### src/rtl/logo_renderer.sv
// Title-screen logo stage: animates the logo's vertical position from the vsync tick
// and maps the scan position to logo ROM addresses through a two-stage pixel pipeline.
module logo_renderer #(
    parameter int          LOGO_W    = 352,
    parameter int          LOGO_H    = 176,
    parameter int          REST_X    = 144,
    parameter int          REST_Y    = 64,
    parameter int          DROP_STEP = 4,
    parameter int          EXIT_STEP = 8,
    parameter logic [23:0] KEY_COLOR = 24'h800080
) (
    input  logic        Clk,
    input  logic        Reset,
    input  logic        frame_clk,
    input  logic        show,
    input  logic        start_pressed,
    input  logic [9:0]  DrawX,
    input  logic [9:0]  DrawY,
    input  logic [23:0] rom_color,
    output logic [17:0] read_address,
    output logic        logo_on,
    output logic [23:0] logo_color,
    output logic        logo_done,
    output logic [1:0]  state_out
);

    typedef enum logic [1:0] {
        HIDDEN = 2'd0,
        DROP   = 2'd1,
        HOLD   = 2'd2,
        EXIT   = 2'd3
    } state_e;

    localparam logic signed [10:0] HIDE_Y = 11'(-LOGO_H);
    localparam logic signed [10:0] REST_Y_S = 11'(REST_Y);

    state_e             state_q, state_d;
    logic signed [10:0] y_q, y_d;
    logic signed [10:0] y_up, y_down;
    logic               done_q, done_d;
    logic               frame_clk_q;
    logic               tick;

    logic [10:0]        rel_x, rel_y;
    logic               inside_d, inside_q;
    logic [17:0]        addr_d, addr_q;
    logic               on_d, on_q;
    logic [23:0]        color_d, color_q;

    // vsync rising edge; position updates therefore land in vertical blank
    assign tick   = frame_clk & ~frame_clk_q;
    assign y_up   = y_q + 11'(DROP_STEP);
    assign y_down = y_q - 11'(EXIT_STEP);

    always_comb begin
        state_d = state_q;
        y_d     = y_q;
        done_d  = 1'b0;
        if (!show) begin
            state_d = HIDDEN;
            y_d     = HIDE_Y;
        end else begin
            case (state_q)
                HIDDEN: begin
                    y_d     = HIDE_Y;
                    state_d = DROP;
                end
                DROP: begin
                    // a start coinciding with a tick wins and freezes the position
                    if (start_pressed) begin
                        state_d = EXIT;
                    end else if (tick) begin
                        if (y_up >= REST_Y_S) begin
                            y_d     = REST_Y_S;
                            state_d = HOLD;
                        end else begin
                            y_d = y_up;
                        end
                    end
                end
                HOLD: begin
                    y_d = REST_Y_S;
                    if (start_pressed) begin
                        state_d = EXIT;
                    end
                end
                EXIT: begin
                    if (tick) begin
                        if (y_down <= HIDE_Y) begin
                            y_d     = HIDE_Y;
                            state_d = HIDDEN;
                            done_d  = 1'b1;
                        end else begin
                            y_d = y_down;
                        end
                    end
                end
                default: begin
                    state_d = HIDDEN;
                    y_d     = HIDE_Y;
                end
            endcase
        end
    end

    // Stage 1: both offsets are formed mod 2^11 and read as signed via bit 10
    assign rel_x = {1'b0, DrawX} - 11'(REST_X);
    assign rel_y = {1'b0, DrawY} - y_q;

    always_comb begin
        inside_d = (state_q != HIDDEN)
                 && (DrawX < 10'd640) && (DrawY < 10'd480)
                 && !rel_x[10] && (rel_x[9:0] < 10'(LOGO_W))
                 && !rel_y[10] && (rel_y[9:0] < 10'(LOGO_H));
        addr_d   = '0;
        if (inside_d) begin
            addr_d = {7'd0, rel_y} * 18'(LOGO_W) + {7'd0, rel_x};
        end
    end

    // Stage 2: the ROM answers for addr_q within the same cycle
    always_comb begin
        on_d    = inside_q && (rom_color != KEY_COLOR);
        color_d = on_d ? rom_color : 24'd0;
    end

    always_ff @(posedge Clk) begin
        if (Reset) begin
            state_q     <= HIDDEN;
            y_q         <= HIDE_Y;
            done_q      <= 1'b0;
            frame_clk_q <= 1'b0;
            inside_q    <= 1'b0;
            addr_q      <= '0;
            on_q        <= 1'b0;
            color_q     <= '0;
        end else begin
            state_q     <= state_d;
            y_q         <= y_d;
            done_q      <= done_d;
            frame_clk_q <= frame_clk;
            inside_q    <= inside_d;
            addr_q      <= addr_d;
            on_q        <= on_d;
            color_q     <= color_d;
        end
    end

    assign read_address = addr_q;
    assign logo_on      = on_q;
    assign logo_color   = color_q;
    assign logo_done    = done_q;
    assign state_out    = state_q;

endmodule

### config.mk
export PLATFORM = sky130hd
export DESIGN_NAME = logo_renderer
export DESIGN_NICKNAME = d
export VERILOG_FILES = /design/src/rtl/logo_renderer.sv
export SDC_FILE = /design/constraint.sdc
export NUM_CORES = 1
export LEC_CHECK = 0
export ABC_AREA = 1
export CORE_UTILIZATION = 52
export DETAILED_ROUTE_END_ITERATION = 7
export GPL_TIMING_DRIVEN = 0
export PLACE_DENSITY = 0.91
export SLEW_MARGIN = 0
export SYNTH_ARGS = -nofsm -noshare
export SYNTH_HDL_FRONTEND = slang
export SYNTH_SLANG_ARGS = --single-unit
### constraint.sdc
create_clock -name Clk -period 4.95 [get_ports Clk]
set_input_delay 0.495 -clock Clk [delete_from_list [all_inputs] [get_ports Clk]]
set_output_delay 0.495 -clock Clk [all_outputs]
set_load 0.03 [all_outputs]
==> reports/summary.log <==
qor: pwr.switching_share 44.27%
qor: timing.whs 0.5317 ns
qor: synth.postSynthCellCount 652
qor: worst_setup_path.rr_startpoint y_q[2]
qor: placed_design.place_ws -0.07137 ns
qor: pwr.power_report.internal_total 1.183 mW
qor: min_path.hold_end logo_done
qor: drt.detail_route.iter0.violations 253
qor: clock_network.cts-root-to-sink-buffers 2
qor: min_path.timing.hold.worst.class flip-flop to flip-flop
qor: synth.ys_seq_area_share 26.16%
qor: clock_network.post_cts.repair.setup_buffers 0
qor: pwr.vdd_ir_drop_max 356.2 µV
qor: placed_design.place.gp.congestion 0.9293
qor: pwr.seq_power_share 22.2%
qor: run_status.run_status finished, final reports clean
qor: synth.synth_nets 758
qor: finish.layout.core_utilization 69.36%
qor: global_routing.grt_start_max_net_pins 13
qor: drt.via_per_inst 5.105
qor: global_routing.grt_pass1_wl 18,200 µm
qor: synth.yosysWarnings 0
qor: placed_design.input_output_buffers 94
qor: timing.rsz_0062_raised_after_global_routing false
qor: drt.dr_total_vias 4,426
qor: min_path.worst_hold_startpoint frame_clk_q
qor: worst_setup_path.r2r_setup_slack 0.35 ns
qor: clock_network.cts.reportedPaths.clkPinSlew 0.08 ns
qor: clock_network.insertion_delay 0.34 ns
qor: global_routing.grt_pass1_vias 4,224
qor: synth.syn-cell-area 0.004362 mm²
qor: global_routing.grt_overflow 0
qor: floorplanning.ioPinCount 95
qor: pwr.power_density 374.5 mW/mm²
qor: placed_design.hpwl 8821 µm
qor: floorplanning.floorplan.rows 33
qor: synth.yosys_register_bits 57
qor: floorplanning.die_h 93.59 µm
qor: global_routing.gr-usage-all-layers 26.11%
qor: drt.postRouteAntennaNets 0
qor: finish.most_frequent_cells_in_the_layout 152 x nand2_1, 131 x inv_1, 94 x clkdlybuf4s50_1
qor: worst_setup_path.worst_setup_path_start_kind primary input
qor: clock_network.clock_sink_count 57
qor: min_path.hold_path_depth 3
qor: worst_setup_path.crit_required 5.23 ns
qor: worst_setup_path.timing.critical_path.to_type flip-flop
qor: timing.finalCritPeriodShare 93.49%
qor: clock_network.cts_resized 0
qor: timing.timing.final.crit_period 4.628 ns
qor: clock_network.cts_made_buffers 9
qor: finish.n_fill_cell 690
qor: global_routing.initial_antenna_violation_count 0
qor: finish.drive_above_1_share 5.118%
qor: worst_setup_path.path_max_fanout 5
qor: placed_design.post-place-cells 851
qor: worst_setup_path.r2r.worst_path.cells 22
qor: floorplanning.core 0.008175 mm²
qor: finish.layout.nets 863
qor: drt.sum_of_routed_wire_length_over_all_layers 11,100 µm
qor: finish.area_growth_syn_to_layout 30.01%
qor: pwr.power_switching 0.9401 mW
qor: pwr.share_clk_of_total_power 23.4%
qor: clock_network.tritoncts yes
qor: synth.syn_area_per_cell 6.690 µm²
qor: pwr.power.static_leakage 2.913 nW
qor: timing.finalMaxSlewViolations 0
qor: drt.drt_drc_violations_left 0
qor: synth.synth.distinct_cells 37
qor: clock_network.clock_tree.root_cell clkbuf_8
qor: finish.instances_no_fill 867
qor: drt.dr.pass1.iters 6
qor: floorplanning.die_x 93.59 µm
qor: clock_network.cts.htree.levels 3
qor: floorplanning.floorplan.initialDensity 53.35%
qor: finish.antenna-diode-count 0
qor: floorplanning.total_die_area 0.008758 mm²
qor: drt.routedWlPerCell 12.80 µm
qor: worst_setup_path.r2r-end read_address[15]
qor: timing.timing_hold_violations_final 0
qor: worst_setup_path.crit_type primary input to flip-flop
qor: worst_setup_path.arrival 4.91 ns
qor: timing.fin_ws 0.3221 ns
qor: timing.timing.final.setup_violations 0
qor: clock_network.holdBufCountCts 0
qor: timing.clock.fmax 216.1 MHz
qor: timing.skew 0.01081 ns
qor: flow_run.drv.max_cap_violation_count 0
qor: pwr.power.share.combinational 54.4%
qor: finish.commonest_non_fill_non_tap_cell_in_the_layout nand2_1
[power by group through the flow]
stage	Clock, mW	Combinational (mW)	Sequential, mW
final	0.497	1.16	0.470
after global routing	0.523	1.30	0.471
after CTS	0.499	1.15	0.470
after detailed placement	0	1.13	0.481
after global placement	0	1.08	0.480
after floorplan	0	0.867	0.484
[cells in the mapped netlist, drive strengths merged]
cell type,number,area (µm²)
nor2,82,322.8
nor4,2,12.51
buf,3,30.03
fa,8,160.2
a21oi,23,118.9
ha,49,613.1
o22ai,2,12.51
clkbuf,4,15.01
conb,2,7.510
xnor2,8,70.07
o21bai,1,7.510
a21o,2,15.01
clkinv,2,7.510
nand4,20,131.4
inv,134,505.5
a31oi,1,6.260
dfxtp,57,1141
xor2,18,157.7
nand3,39,200.2
o21ai,17,85.08
nand2,156,595.6
or2,3,18.77
nand3b,7,52.55
o211ai,3,22.52
a211oi,1,7.510
nor3,8,45.04
[state kept, by name (all words and copies together), names as in the netlist]
signal and flops:
frame_clk_q 1, inside_q 1, logo_color 24, logo_done 1
logo_on 1, read_address 18, state_out 2, y_q 9
[metal layers]
layer / GRT usage (%) / share of wire (%) / vias up
li1: - / - / 2237
met5: 0 / 0 / -
met1: 29.84 / 41 / 1989
met2: 48.96 / 51 / 171
met4: 9.872 / 2.6 / 0
met3: 3.333 / 5.6 / 29
[through the flow]
stage               cell area, µm²  total power, mW  setup TNS [ns]
CTS                           5660            2.115               0
global placement              5434            1.558               0
floorplan                     4362            1.351               0
global route                  5670            2.294               0
detailed placement            5434            1.608         -0.1238
finish                        5670            2.123               0
[worst max path at each step]
stage / from / slack, ns / end / cells past startpoint
2_1_floorplan: DrawY[2] / 0.90 / read_address[17] / 21
3_3_place_gp: DrawY[2] / 0.08 / read_address[17] / 23
3_5_place_dp: DrawY[2] / -0.07 / read_address[15] / 22
4_1_cts: DrawY[2] / 0.24 / read_address[15] / 22
5_1_grt: y_q[2] / 0.03 / read_address[15] / 22
6_report: DrawY[2] / 0.32 / read_address[15] / 22
[layout make-up]
type / count / area (µm²) / share of cell area, %
multi-input combinational: 452 / 2673 / 47.13
sequential: 57 / 1141 / 20.12
timing repair buffer: 94 / 940.9 / 16.59
inverter: 136 / 513.0 / 9.047
tap: 105 / 131.4 / 2.317
clock buffer: 9 / 123.9 / 2.184
clock inverter: 7 / 102.6 / 1.809
buffer: 7 / 45.04 / 0.7944
[worst max-delay path, stage by stage]
cell	delay, ns
clkdlybuf4s50_1	0.41
ha_2	0.39
inv_2	0.05
nand2_1	0.11
xor2_2	0.23
ha_1	0.28
ha_1	0.33
xor2_1	0.17
ha_1	0.38
a21oi_1	0.21
o21ai_0	0.19
xor2_1	0.18
ha_1	0.37
nand2_1	0.11
inv_1	0.07
nand4_1	0.08
o211ai_1	0.13
nand2_1	0.12
nor2_1	0.21
nand2_1	0.09
xor2_1	0.15
nor2_1	0.12
[logic make-up (layout without fill, tap and decap cells)]
family | count (synthesis) | after routing | synth area share [%]
simple gates | 317 | 317 | 31.61
buf+inv | 143 | 253 | 12.79
fa+ha+maj | 57 | 57 | 17.73
flops | 57 | 57 | 26.16
compound gates | 50 | 50 | 6.311
xor+xnor | 26 | 26 | 5.221
other cells | 2 | 2 | 0.1722
(Power assumes the default switching activity.)
